### config.mk
export PLATFORM = sky130hd
export DESIGN_NAME = swarm_runtime_config
export DESIGN_NICKNAME = d
export VERILOG_FILES = /design/src/rtl/swarm_runtime_config.sv
export SDC_FILE = /design/constraint.sdc
export NUM_CORES = 1
export LEC_CHECK = 0
export ABC_AREA = 0
export CAP_MARGIN = 20
export CORE_UTILIZATION = 50
export DETAILED_ROUTE_END_ITERATION = 7
export GPL_TIMING_DRIVEN = 0
export PLACE_DENSITY = 0.8
export SYNTH_ARGS = -nofsm -noshare
export SYNTH_HDL_FRONTEND = slang
export SYNTH_SLANG_ARGS = --single-unit
### constraint.sdc
create_clock -name clk -period 3.65 [get_ports clk]
set_clock_uncertainty 0.15 [all_clocks]
set_input_delay 0.365 -clock clk [delete_from_list [all_inputs] [get_ports clk]]
set_output_delay 0.365 -clock clk [all_outputs]
set_load 0.01 [all_outputs]
### src/rtl/swarm_runtime_config.sv
// Runtime configuration register file with per-tile broadcast of every
// accepted config write. Holds a VERSION/STATUS/ERR_COUNT read-only window
// at addresses 0..2 and read/write config registers above that.
//
// state | meaning
// ------+------------------------------------------------------------
// IDLE  | accepting writes; wready high (outside reset)
// BCAST | last config write being offered to every tile until all ack
module swarm_runtime_config #(
    parameter int N_TILES    = 1,
    parameter int N_REGS     = 16,
    parameter int DATA_WIDTH = 32,
    parameter int VERSION    = 10,
    parameter logic [N_REGS*DATA_WIDTH-1:0] RESET_VALUES = '0
) (
    input  logic                  clk,
    input  logic                  rstn,
    input  logic                  wvalid,
    output logic                  wready,
    input  logic [7:0]            waddr,
    input  logic [DATA_WIDTH-1:0] wdata,
    input  logic                  arvalid,
    output logic                  arready,
    input  logic [7:0]            araddr,
    output logic                  rvalid,
    input  logic                  rready,
    output logic [DATA_WIDTH-1:0] rdata,
    output logic [N_TILES-1:0]    cfg_valid,
    input  logic [N_TILES-1:0]    cfg_ready,
    output logic [7:0]            cfg_addr,
    output logic [DATA_WIDTH-1:0] cfg_data,
    output logic                  busy
);

    localparam int         IDX_W     = (N_REGS > 1) ? $clog2(N_REGS) : 1;
    localparam logic [8:0] REG_LIMIT = 9'(N_REGS);
    localparam logic [8:0] FIRST_RW  = 9'd3;

    typedef enum logic {IDLE, BCAST} state_t;

    state_t                state;
    state_t                state_nxt;
    logic [N_TILES-1:0]    pending;
    logic [N_TILES-1:0]    pending_nxt;
    logic                  wr_fire;
    logic                  wr_is_rw;
    logic                  bcast_done;
    logic [DATA_WIDTH-1:0] cfg_regs [N_REGS];
    logic [DATA_WIDTH-1:0] err_count;
    logic [15:0]           bcast_count;
    logic [31:0]           status_raw;
    logic [DATA_WIDTH-1:0] status_word;
    logic [DATA_WIDTH-1:0] rd_value;

    assign wr_is_rw    = ({1'b0, waddr} >= FIRST_RW) && ({1'b0, waddr} < REG_LIMIT);
    assign status_raw  = {bcast_count, 15'b0, busy};
    assign status_word = DATA_WIDTH'(status_raw);
    assign arready     = !rvalid;

    // State and pending-mask register; reset drops any broadcast in flight.
    always_ff @(posedge clk or negedge rstn) begin
        if (!rstn) begin
            state   <= IDLE;
            pending <= '0;
        end else begin
            state   <= state_nxt;
            pending <= pending_nxt;
        end
    end

    // Next state, pending clear on per-tile handshake, and handshake outputs.
    always_comb begin
        state_nxt   = state;
        pending_nxt = pending;
        wready      = 1'b0;
        wr_fire     = 1'b0;
        busy        = 1'b0;
        cfg_valid   = '0;
        bcast_done  = 1'b0;
        case (state)
            IDLE: begin
                // Gated by rstn so no write is advertised while reset is held.
                wready  = rstn;
                wr_fire = wvalid && rstn;
                if (wr_fire && wr_is_rw) begin
                    pending_nxt = '1;
                    state_nxt   = BCAST;
                end
            end
            BCAST: begin
                busy        = 1'b1;
                cfg_valid   = pending;
                pending_nxt = pending & ~cfg_ready;
                if (pending_nxt == '0) begin
                    bcast_done = 1'b1;
                    state_nxt  = IDLE;
                end
            end
            default: state_nxt = IDLE;
        endcase
    end

    // Config storage, broadcast payload latch, error and broadcast counters.
    always_ff @(posedge clk or negedge rstn) begin
        if (!rstn) begin
            for (int i = 0; i < N_REGS; i++) begin
                cfg_regs[i] <= RESET_VALUES[i*DATA_WIDTH +: DATA_WIDTH];
            end
            cfg_addr    <= '0;
            cfg_data    <= '0;
            err_count   <= '0;
            bcast_count <= '0;
        end else begin
            if (wr_fire && wr_is_rw) begin
                cfg_regs[waddr[IDX_W-1:0]] <= wdata;
                cfg_addr                   <= waddr;
                cfg_data                   <= wdata;
            end else if (wr_fire && (err_count != '1)) begin
                err_count <= err_count + 1'b1;
            end
            if (bcast_done) begin
                bcast_count <= bcast_count + 16'd1;
            end
        end
    end

    // Read mux sees pre-edge values, so a same-cycle write or broadcast
    // completion is not yet visible in the returned data.
    always_comb begin
        rd_value = '0;
        if ({1'b0, araddr} < REG_LIMIT) begin
            case (araddr)
                8'd0:    rd_value = DATA_WIDTH'(VERSION);
                8'd1:    rd_value = status_word;
                8'd2:    rd_value = err_count;
                default: rd_value = cfg_regs[araddr[IDX_W-1:0]];
            endcase
        end
    end

    // Single-entry read response, held until the consumer takes it.
    always_ff @(posedge clk or negedge rstn) begin
        if (!rstn) begin
            rvalid <= 1'b0;
            rdata  <= '0;
        end else if (arvalid && arready) begin
            rvalid <= 1'b1;
            rdata  <= rd_value;
        end else if (rready) begin
            rvalid <= 1'b0;
        end
    end

endmodule

# After elaboration in Yosys (flattened, before gate mapping)
# Cells that the tools add are included.
# word_totals
regBits,635
latch_bits,0
ram_bits,0
mem_bits_ro,0
wordCells,74
memories,0
# classes
add_sub_neg,2
n_mul,0
div,0
n_lt_le_gt_ge,6
n_eq_ne,4
shifts,0
n_mux,21
n_bitwise,6
n_reduce_logical,11
# op_table
operator,count
bitwise mux 512 bit,1
binary-select mux 32 bit (select 4 bit),1
demux 32 bit (select 4 bit),1
two-way mux 32 bit,4
case mux 32 bit (3 select lines),1
"adder 32 x 1 -> 32 bit, second input constant",1
"!= test 32 bit, second input constant",1
"adder 16 x 1 -> 16 bit, second input constant",1
"< comparator 8 x 5 -> 1 bit, second input constant",2
two-way mux 1 bit,11
"greater-or-equal comparator 5 bit, second input constant",2
inverter 4 -> 5 bit,2
"== test 8 x 1 -> 1 bit, second input constant",1
"== test 8 x 2 -> 1 bit, second input constant",1
"greater-or-equal comparator 8 x 2 -> 1 bit, second input constant",1
zero test 8 bit,1
logical AND 1 bit,7
"< comparator 5 x 1 -> 1 bit, second input constant",1
case mux 1 bit (2 select lines),2
inverter 1 bit,3
"!= test 2 bit, second input constant",1
AND reduction 2 bit,1
nonzero test 2 bit,1
bitwise AND 1 bit,1
zero test 1 bit,1

# Logic depth before layout (Yosys ltp)
# logic_depth
word_depth,6
ltp_mapped,9
mapped_depth_nobuf,6

# Worst setup path before layout
# Ideal clock, no wire load.
# synth_path
path_type,input to register
start,in araddr[1]
end,reg rdata[2]
setup_time_ns,0.138
arrival_ns,2.074
t_required_ns,3.362
path_slack_ns,1.288
path_stages,5
path_buffers,1
path_cell_list,buf_1 > mux4_2 > mux2_2 > a222oi_1 > o21ai_0
# synth_via
elab_chain_len,6
# synth_rtl
element,line_no,text
start: declaration,24,"input logic [7:0] araddr,"
inverter 4 -> 5 bit (implied by the code),136,default: rd_value = cfg_regs[araddr[IDX_W-1:0]];
binary-select mux 32 bit (select 4 bit),136,
two-way mux 32 bit (implied by the code) (2 in a row),136,
case mux 32 bit (3 select lines),132,case (araddr)
two-way mux 32 bit (*),131,"if ({1'b0, araddr} < REG_LIMIT) begin"
end signal: assignment,148,rdata <= rd_value;
end: declaration,27,"output logic [DATA_WIDTH-1:0] rdata,"
# Every way passes the cells marked *; elsewhere a longest branch is shown, timed or not. The select of a mux whose other input is x is not followed.
# A chain may end at the register's enable or synchronous reset.

# Final worst setup path
# layout_path
start,in rstn
end,reg cfg_regs[105] in the netlist's numbering
# layout_via
elab_chain_len,3
# layout_rtl
element,line_no,text
start: declaration,17,"input logic rstn,"
logical AND 1 bit,84,wr_fire = wvalid && rstn;
two-way mux 1 bit,80,case (state)
logical AND 1 bit,114,if (wr_fire && wr_is_rw) begin
end signal: indexed assignment,107,cfg_regs[i] <= RESET_VALUES[i*DATA_WIDTH +: DATA_WIDTH];
end signal: indexed assignment,115,cfg_regs[waddr[IDX_W-1:0]] <= wdata;
end: declaration,48,logic [DATA_WIDTH-1:0] cfg_regs [N_REGS];
# No other way between the ends.

==> run_results.csv <==
group,metric,value,unit
outcome,status,"completed",
final_layout,drive_gt1_share,36.3,%
sta,fmax,297,MHz
worst_setup_path,path_max_fanout,130,
worst_setup_path,start_kind,"input pin",
final_layout,area_delta_synth_final,16.4,%
sta,timing.slew.headroom,25.0,%
grt,antenna_found_initial,0,
die,rows,86,
route,wirelength,70300,um
yosys,yosysWarnings,0,
worst_hold_path,hp-class,"input pin to flop",
power_and_ir_drop,power_density,476,nW/um2
worst_setup_path,crit_type,"input pin to flop",
yosys,synth-edff-count,0,
route,wl_per_cell,24.5,um
clocking,post_cts_resized,0,
power_and_ir_drop,leakagePower,15.2,nW
worst_setup_path,path_delay_family,"buffers and inverters",
clocking,cts-root-buf,"clkbuf_16",
grt,track_usage,25.6,%
sta,timing.final.crit_period,3.36,ns
die,die_h,238,um
place,dp_hpwl,47800,um
grt,grt-ovfl-total,0,
yosys,async_reset_ff_share,100,%
route,drt-initial-drc-count,1487,
clocking,clkLatencyLatePin,0.63,ns
sta,rsz0062_at_grt,"no",
clocking,cts_tree,"built",
final_layout,final_cell_mix,"dfrtp_1 (635), mux2_2 (430), clkbuf_1 (172), mux4_2 (128), clkdlybuf4s50_1 (124)",
sta,tightest_slew,1.13,ns
sta,fin_crit_sh,92.1,%
clocking,cts.sinks,635,
clocking,h-tree-depth,2,
sta,setup_viol,0,
final_layout,final_common_cell,"dfrtp_1",
power_and_ir_drop,irDropWorstVdd,0.379,mV
yosys,syn_nets,1934,
grt,grt_max_degree,133,
worst_setup_path,critPathRequiredTime,4.00,ns
yosys,synth.ff_latch_count,635,
worst_setup_path,max_stage_delay,0.56,ns
sta,hold_viol_final,0,
flow_run,drv_cap,0,
route,vias,17079,
grt,grt_pass1_wl,109000,um
clocking,clk_pin_slew_worst_paths,0.06,ns
place,dpl-instance-area,30200,um2
grt,first_global_vias,18428,
route,drt-vias-per-instance,5.94,
worst_setup_path,crit_arrival,3.71,ns
die,die_w,238,um
route,dr.pass1.iters,6,
place,place.port_buffers,125,
final_layout,layout.nets,2132,
yosys,ys_seq_area_share,57.0,%
worst_setup_path,path_cells,"dlygate4sd3_1 > buf_8 > buf_16 > nand3b_4 > nor2_2 > nand3_2 > nor3_2 > buf_4 > mux2_2",
clocking,numCtsBuffers,61,
final_layout,final_area,32400,um2
final_layout,diodes,0,
worst_setup_path,path_buf_inv,4,
yosys,synth_flop_cell,"dfrtp_1",
worst_setup_path,endpoint_kind,"flop",
die,coreArea,55100,um2
sta,maxSlewViolCount,0,
yosys,postSynthAreaPerCell,14.8,um2
clocking,cts_buffer_depth,3,
yosys,synth_area,27900,um2
route,drc,0,
die,pin_count,131,
route,ant_nets,0,
sta,finalSetupTns,0,ns
yosys,synth_cell_type_count,52,
clocking,post_cts_buffers,0,
final_layout,utilization,58.9,%
die,die-area,56700,um2
place,gp_congestion,0.900,
worst_setup_path,slowest_stage,"dlygate4sd3_1",
yosys,synthCells,1878,
die,start_util,50.6,%
[layout make-up]
class	instances	area, um2
Buffer	240	1060
Timing Repair Buffer	135	1450
Clock buffer	84	1760
Inverter	5	18.8
Tap cell	748	936
Sequential cell	635	15900
Multi-Input combinational cell	998	10900
Fill cell	4186	22700
Clock inverter	30	414
[per-layer routing]
layer  up-vias  global-route usage, %  part of all wire (%)
met2       675                   40.7                    48
met3       176                   5.91                   7.8
li1       7228                      -                     -
met4         0                   11.0                   4.1
met5         -                      0                     0
met1      9000                   33.9                    41
[state kept, by name (all words and copies together), names as in the netlist]
signal	count
rdata	32
state	1
cfg_addr	8
cfg_data	32
cfg_regs	512
bcast_count	16
pending	1
rvalid	1
err_count	32
[report_power, final]
part	switching, mW	leakage [nW]	internal, mW
clock network	2.74	1.08	4.06
logic	0.634	5.32	0.542
registers	0.169	8.78	7.28
[cells by family (layout without fill, tap and decap cells)]
group                      after synthesis  after routing  share of synthesized area, %
and+or+nand+nor                        194            194                          3.98
muxes                                  630            630                          30.5
xor gates and xnor gates                45             45                          1.41
adders and majority gates                2              2                        0.0897
buffers and inverters                  245            494                          3.88
DFF                                    635            635                          57.0
AOI/OAI and AO/OA                      127            127                          3.17
[cells in the mapped netlist, types with 22 or more instances]
master    instances  area, um2
mux2_1           38        428
nand2_1          47        176
a31oi_1          33        206
nand3_1          36        180
buf_2            48        240
mux2i_1          34        340
o21ai_0          22        110
mux2_2          430       4840
mux4_2          128       2880
dfrtp_1         635      15900
clkbuf_1        161        604
xnor2_1          35        307
[final timing paths]
check	from	to	slack (ns)	cells past startpoint
max	rstn	cfg_regs[105]	0.29	9
min	waddr[1]	cfg_addr[1]	0.06	2
max reg2reg	state	cfg_regs[105]	0.96	7
min reg2reg	cfg_regs[452]	cfg_regs[452]	0.30	1
max in group asynchronous	rstn	cfg_regs[14]	1.30	5
min in group asynchronous	rstn	cfg_regs[475]	0.07	2
[repair_timing]
item	4_1_cts	5_1_grt
setup endpoints to repair	0	0
hold endpoints to repair	294	0
hold buffers	1	0
[per-stage QoR]
stage	power (mW)	hold slack (ns)	worst slack (ns)	cells
2_1_floorplan	8.11	-0.0806	1.29	1878
3_3_place_gp	8.69	0.285	-24.59	2751
3_5_place_dp	8.74	0.117	0.127	2757
4_1_cts	15.5	0.0166	0.327	2872
5_1_grt	15.9	0.0546	0.102	2875
6_report	15.4	0.0553	0.287	2875
Note: power is estimated with default switching activity, not from simulation.
